[config.mk]
export PLATFORM = sky130hd
export DESIGN_NAME = register_file_sb
export DESIGN_NICKNAME = d
export VERILOG_FILES = /design/src/rtl/rf_pkg.sv /design/src/rtl/rf_scoreboard.sv /design/src/rtl/register_file_sb.sv
export SDC_FILE = /design/constraint.sdc
export NUM_CORES = 2
export LEC_CHECK = 0
export CAP_MARGIN = 10
export CORE_AREA = 2 2 356 358
export CTS_BUF_LIST = sky130_fd_sc_hd__clkbuf_8
export CTS_CLUSTER_DIAMETER = 40
export DETAILED_ROUTE_END_ITERATION = 10
export DIE_AREA = 0 0 358 360
export GPL_TIMING_DRIVEN = 1
export RECOVER_POWER = 100
export SYNTH_ARGS = -nofsm -noshare
export SYNTH_HDL_FRONTEND = slang
export SYNTH_SLANG_ARGS = --single-unit
[constraint.sdc]
create_clock -name clk -period 3.8 [get_ports clk]
set_input_delay 0.95 -clock clk [delete_from_list [all_inputs] [get_ports clk]]
set_output_delay 0.95 -clock clk [all_outputs]
set_load 0.01 [all_outputs]
[src/rtl/rf_pkg.sv]
// Shared types and defaults for the busy-scoreboarded integer register file.
package rf_pkg;

  localparam int XLEN_DEFAULT     = 32;
  localparam int RF_DEPTH_DEFAULT = 32;
  localparam int REG_ZERO         = 0;

  typedef logic [XLEN_DEFAULT-1:0] xlen_t;
  typedef logic [4:0]              reg_addr_t;

endpackage

[src/rtl/rf_scoreboard.sv]
// Per-register busy bits (set at issue, cleared at writeback, squashed by flush)
// plus the registered WAW-on-issue error pulse.
module rf_scoreboard
  import rf_pkg::*;
#(
  parameter int DEPTH    = RF_DEPTH_DEFAULT,
  parameter int NUM_READ = 2,
  localparam int AW      = $clog2(DEPTH)
) (
  input  logic                   clk,
  input  logic                   rst_n,
  input  logic                   issue_en,
  input  logic [AW-1:0]          issue_rd,
  input  logic                   wb_en,
  input  logic [AW-1:0]          wb_rd,
  input  logic                   flush,
  input  logic [NUM_READ*AW-1:0] rs_address,
  output logic [NUM_READ-1:0]    rs_busy,
  output logic                   waw_err
);

  // issue_en and wb_en are single-cycle strobes with no backpressure:
  // each is consumed on the rising edge where it is high, never stalled.
  logic [DEPTH-1:0] busy_q, busy_d;
  logic             waw_d;

  always_comb begin
    busy_d = busy_q;
    if (flush) begin
      busy_d = '0;
    end else begin
      if (wb_en && wb_rd != AW'(REG_ZERO)) busy_d[wb_rd] = 1'b0;
      // A new producer supersedes a same-cycle writeback, so issue is applied last.
      if (issue_en && issue_rd != AW'(REG_ZERO)) busy_d[issue_rd] = 1'b1;
    end
    busy_d[REG_ZERO] = 1'b0;
  end

  assign waw_d = issue_en && !flush && (issue_rd != AW'(REG_ZERO)) && busy_q[issue_rd];

  always_ff @(posedge clk or negedge rst_n) begin
    if (!rst_n) begin
      busy_q  <= '0;
      waw_err <= 1'b0;
    end else begin
      busy_q  <= busy_d;
      waw_err <= waw_d;
    end
  end

  for (genvar i = 0; i < NUM_READ; i++) begin : g_busy_rd
    assign rs_busy[i] = busy_q[rs_address[i*AW +: AW]];
  end

endmodule

[src/rtl/register_file_sb.sv]
// Parametrised multi-read, single-write register file with hardwired-zero x0 and a
// RAW scoreboard. Define REGFILE_BYPASS_EN to forward same-cycle write data to reads.
module register_file_sb
  import rf_pkg::*;
#(
  parameter int XLEN     = XLEN_DEFAULT,
  parameter int DEPTH    = RF_DEPTH_DEFAULT,
  parameter int NUM_READ = 2,
  localparam int AW      = $clog2(DEPTH)
) (
  input  logic                     clk,
  input  logic                     rst_n,
  input  logic                     en,
  input  logic [AW-1:0]            rd,
  input  logic [XLEN-1:0]          register_file_data,
  input  logic [NUM_READ*AW-1:0]   rs_address,
  output logic [NUM_READ*XLEN-1:0] rs_data,
  output logic [NUM_READ-1:0]      rs_busy,
  input  logic                     issue_en,
  input  logic [AW-1:0]            issue_rd,
  input  logic                     flush,
  output logic                     waw_err
);

  logic [XLEN-1:0]     regs [DEPTH];
  logic [NUM_READ-1:0] sb_busy;
  logic                wr_live;

  assign wr_live = en && (rd != AW'(REG_ZERO));

  always_ff @(posedge clk or negedge rst_n) begin
    if (!rst_n) begin
      for (int r = 0; r < DEPTH; r++) regs[r] <= '0;
    end else if (wr_live) begin
      regs[rd] <= register_file_data;
    end
  end

  rf_scoreboard #(
    .DEPTH    (DEPTH),
    .NUM_READ (NUM_READ)
  ) u_scoreboard (
    .clk        (clk),
    .rst_n      (rst_n),
    .issue_en   (issue_en),
    .issue_rd   (issue_rd),
    .wb_en      (en),
    .wb_rd      (rd),
    .flush      (flush),
    .rs_address (rs_address),
    .rs_busy    (sb_busy),
    .waw_err    (waw_err)
  );

  for (genvar i = 0; i < NUM_READ; i++) begin : g_read
    logic [AW-1:0]   addr;
    logic [XLEN-1:0] stored;
    logic            hit;

    assign addr   = rs_address[i*AW +: AW];
    assign stored = (addr == AW'(REG_ZERO)) ? '0 : regs[addr];
`ifdef REGFILE_BYPASS_EN
    assign hit = wr_live && (rd == addr);
`else
    assign hit = 1'b0;
`endif
    // A forwarded value is available now, so its port no longer reports busy.
    assign rs_data[i*XLEN +: XLEN] = hit ? register_file_data : stored;
    assign rs_busy[i]              = sb_busy[i] && !hit;
  end

endmodule

# Word level (Yosys, flattened, before mapping)
# Cells that the tools add are included.
# totals
regBits	1056
input_bits	57
output_inout_bits	67
wordCells	88
# op_classes
n_lt_le_gt_ge	10
mux	25
bitwise_logic	6
reduce_logical	13
# ops
cell	n
1024-bit bitwise mux	1
32-bit 2-to-1 mux	11
32-bit binary-select mux with 5-bit select	2
32-bit demux with 5-bit select	1
32-bit bitwise AND	1
32-bit NOT	1
32-bit bitwise OR	1
5-bit by 6-bit < comparator with 1-bit output, second input constant	4
6-bit greater-or-equal comparator, second input constant	3
5-bit NOT with 6-bit output	3
1-bit binary-select mux with 5-bit select	3
1-bit demux with 5-bit select	2
5-bit by 1-bit greater-or-equal comparator with 1-bit output, second input constant	2
5-bit zero test	2
5-bit nonzero test	2
1-bit logical AND	8
6-bit by 1-bit < comparator with 1-bit output, second input constant	1
1-bit 2-to-1 mux	5
1-bit zero test	1

# Depth between registers and ports, before layout
# logic_depth
word_depth	11
depth_mapped	10
mapped_depth_nobuf	5

# Hierarchy
# A second synthesis with hierarchy kept.
# hier_totals
hier_cells	3886
hier_area_um2	56844.5
# modules_own_cells
mod	n_inst	cells_each	area_each_um2	seq_area_each_um2
register_file_sb	1	3617	54436.0	25624.6
rf_scoreboard	1	269	2408.6	800.8

# Least setup slack after synthesis
# Ideal clock, no wire load.
# synth_path
kind	input to output
start	in rs_address[0]
end	out rs_data[21]
arrival_ns	2.680
required_ns	2.850
setup_slack_ns	0.170
stages	7
n_path_buf	3
cell_sequence	buf_2 buf_6 buf_2 mux4_2 mux4_2 inv_2 a221oi_1
# synth_between
elab_chain_len	5
word_cells_on_any_way	6
cone_classes	mux (4); bitwise (1); reduce/logical (1)
# synth_rtl
element	line	rtl
from (decl)	register_file_sb.sv:16	input logic [NUM_READ*AW-1:0] rs_address,
5-bit NOT with 6-bit output (not written as such)	register_file_sb.sv:61	assign stored = (addr == AW'(REG_ZERO)) ? '0 : regs[addr];
32-bit binary-select mux with 5-bit select	register_file_sb.sv:61	
32-bit 2-to-1 mux (not written as such) (2 in a row)	register_file_sb.sv:61	
32-bit 2-to-1 mux *	register_file_sb.sv:61	
to (decl)	register_file_sb.sv:17	output logic [NUM_READ*XLEN-1:0] rs_data,
# Every way passes the cells marked *; elsewhere a longest branch is shown, timed or not. The select of a mux whose other input is x is not followed.

# Final worst setup path
# layout_path
start	in rs_address[0]
end	out rs_data[0]
# Same word-level chain as after synthesis.

==> impl_metrics.py <==
metrics = {
    "critical_path": {
        "arrival_ns": 2.94,
        "start_kind": "input port",
        "endpoint_kind": "output pin",
        "crit_path_max_fanout": 8,
        "crit_required_ns": 2.85,
        "path_class": "in2out",
    },
    "yosys": {
        "synthesis.area_um2": 56000,
        "synth.avg_cell_area_um2": 15.9,
        "synth_cell_types": 38,
        "syn_inst": 3517,
        "synth_nets": 3574,
        "ys_seq_area_share_pct": 47.2,
        "ys_warn_count": 0,
        "synth-seq-cells": 1056,
    },
    "layout": {
        "final_common_cell": "dfrtp_1",
        "finalNonFillerCells": 5679,
        "areaGrowthSynthToFinish_pct": 19.9,
        "drive_gt1_share_pct": 42.4,
        "fill_cells": 9982,
        "fin_nets": 3919,
        "layout_common_cells": "dfrtp_1 (1056), mux2_1 (818), mux4_2 (598), buf_4 (252), clkbuf_8 (234)",
        "fin_area_um2": 67100,
    },
    "sta": {
        "skew_ns": 0.00994,
        "setup_ws_ns": -0.0920,
        "fin_crit_sh_pct": 102,
        "worst_pin_slew_ns": 2.42,
        "clock.fmax_mhz": 257,
        "slew_viol_final": 1028,
        "finalSetupTns_ns": -0.306,
        "whs_ns": 0.395,
        "setup_viol": 7,
        "hold_viol": 0,
        "grt_setup_unrepaired": "true",
        "relSlewSlack_pct": -61.5,
        "period_minus_slack_ns": 3.89,
    },
    "place": {
        "dp_cells": 5223,
        "pre_cts_ws_ns": -0.690,
        "place_area_um2": 61600,
        "routabilityCongestion": 0.889,
        "port_buffers": 123,
        "dp_hpwl_um": 119000,
    },
    "power": {
        "p_leak_nw": 29.6,
        "ir_drop_v": 0.000344,
        "power_per_cell_area_nw_per_um2": 504,
    },
    "clock_network": {
        "cts_tree": "yes",
        "cts_root_buffer": "clkbuf_8",
        "numCtsBuffers": 190,
        "clk_pin_slew_ns": 0.05,
        "clockBufferDepth": 3,
        "clock-sinks": 1056,
        "clk_latency_ns": 0.91,
        "htreeDepth": 4,
    },
    "route": {
        "drtIter0Drc": 3730,
        "drc": 0,
        "dr.pass1.iters": 6,
        "wl_um": 193000,
        "post_drt_via_cell_ratio": 6.54,
        "drtAntennaViolNets": 0,
        "num_vias": 37200,
        "wl_per_cell_um": 33.9,
    },
    "floorplanning": {
        "pin_count": 124,
        "fp.dieH_um": 360,
        "die_area_um2": 129000,
        "rows": 130,
        "start_util_pct": 44.8,
        "core_area_um2": 125000,
        "die_w_um": 358,
    },
    "global_route": {
        "grt_pass1_vias": 39600,
        "grt.overflow.total": 0,
        "grt_max_degree": 132,
        "grt_usage_pct": 30.2,
        "grt_antenna_before_repair": 17,
        "grt_pass1_wl_um": 281000,
    },
    "run_status": {
        "violations": "capacitance limit, slew limit, setup timing",
        "outcome": "finished with violations",
    },
    "hold_path": {
        "min_path_type": "reg2reg",
    },
    "run": {
        "maxCapViolCount": 29,
    },
}
## where the power goes
| group | internal (W) | switching, W |
|---|---|---|
| Combinational | 0.00422 | 0.00306 |
| Sequential | 0.0133 | 0.00159 |
| Clock | 0.00649 | 0.00511 |
| Total | 0.0240 | 0.00977 |
## kinds of logic (layout without fill, tap and decap cells)
kind of cell	after synthesis	after routing	synth area share, %
AO/OA/AOI/OAI	172	172	2.54
multiplexers	1665	1665	45.4
buffers and inverters	487	992	3.67
flip-flops	1056	1056	47.2
other	0	7	0
AND/OR/NAND/NOR	137	137	1.21
## synthesized netlist by cell type
library cell     n  share of area (%)
clkbuf_1       243                1.6
nand3b_1         2              0.027
dfrtp_1       1056                 47
nand2b_1        11               0.12
and3_1           5              0.056
mux4_2         598                 24
or2_0            1              0.011
mux2i_1         66                1.2
o31ai_1          1              0.013
buf_6            6               0.12
a22oi_1         19               0.25
o2111ai_1        1              0.016
inv_2           17               0.11
clkinv_1        44               0.30
mux2_1         817                 16
and3b_1          7               0.11
buf_4           14               0.19
buf_1           55               0.37
nand2_1         44               0.30
inv_1            3              0.020
nor2b_1          7              0.078
a21oi_1         10              0.089
mux2_2         184                3.7
nor3b_1          6              0.080
a221oi_1        66                1.0
nand3_1          3              0.027
nor2_1          36               0.24
buf_2          105               0.94
nor3_1           4              0.036
a32o_1           1              0.018
o221ai_1        64                1.0
o21ai_0          4              0.036
o21ai_1          2              0.018
and2_1           8              0.089
or3_1            2              0.022
a22o_1           1              0.016
a32oi_1          3              0.047
and4b_1          1              0.018
## cell type report
type / count / area (um2) / share of cell area [%]
antenna: 7 / 17.5 / 0.0261
clock buffer: 234 / 3220 / 4.80
clock inverter: 118 / 926 / 1.38
inverter: 64 / 327 / 0.487
multi-input combinational: 1974 / 28200 / 41.9
sequential: 1056 / 26400 / 39.4
tap: 1650 / 2060 / 3.08
timing repair buffer: 576 / 5980 / 8.91
## path summary, 6_finish.rpt
path,startpoint,slack [ns],cells past startpoint,end
worst max-delay path,rs_address[0],-0.09,8,rs_data[0]
worst min-delay path,regs[1023],0.40,0,regs[1023]
worst max register to register,u_scoreboard.busy_q[31],2.07,4,u_scoreboard.waw_err
worst min register to register,regs[1023],0.40,0,regs[1023]
max in group asynchronous,rst_n,0.29,4,regs[647]
min in group asynchronous,rst_n,0.54,2,regs[188]
## per-layer routing
metal / track usage [%] / vias to the layer above / routed length [um]
li1: - / 14500 / -
met1: 41.3 / 20200 / 77200
met3: 8.65 / 468 / 18800
met2: 45.8 / 1912 / 88500
met4: 11.6 / 14 / 8070
met5: 0 / - / 92
## what timing repair did
action / CTS / global route
resized for setup: 437 / 32
buffers inserted: 69 / 18
setup endpoints to repair: 66 / 40
gates cloned: 22 / 5
pin swaps: 6 / 6
hold buffers: 1 / 0
endpoints found under the hold margin: 36 / 0
## registers in the layout (all words and copies together) (netlist names)
| name | flops |
|---|---|
| u_scoreboard.waw_err | 1 |
| regs | 1024 |
| u_scoreboard.busy_q | 31 |
## worst max-delay path: stages
cell and delay (ns):
buf_16 0.14, buf_4 0.15, buf_12 0.12, mux4_2 0.32
mux4_2 0.28, clkinv_4 0.08, a221oi_2 0.63, buf_2 0.26
## stage by stage
| step | power, W | utilization [%] |
|---|---|---|
| after floorplan | 0.0191 | - |
| after global placement | 0.0214 | 49.3 |
| after detailed placement | 0.0219 | 49.3 |
| after CTS | 0.0339 | 54.2 |
| after global routing | 0.0352 | 53.7 |
| final | 0.0338 | 53.7 |
Note: power is estimated with default switching activity, not from simulation.
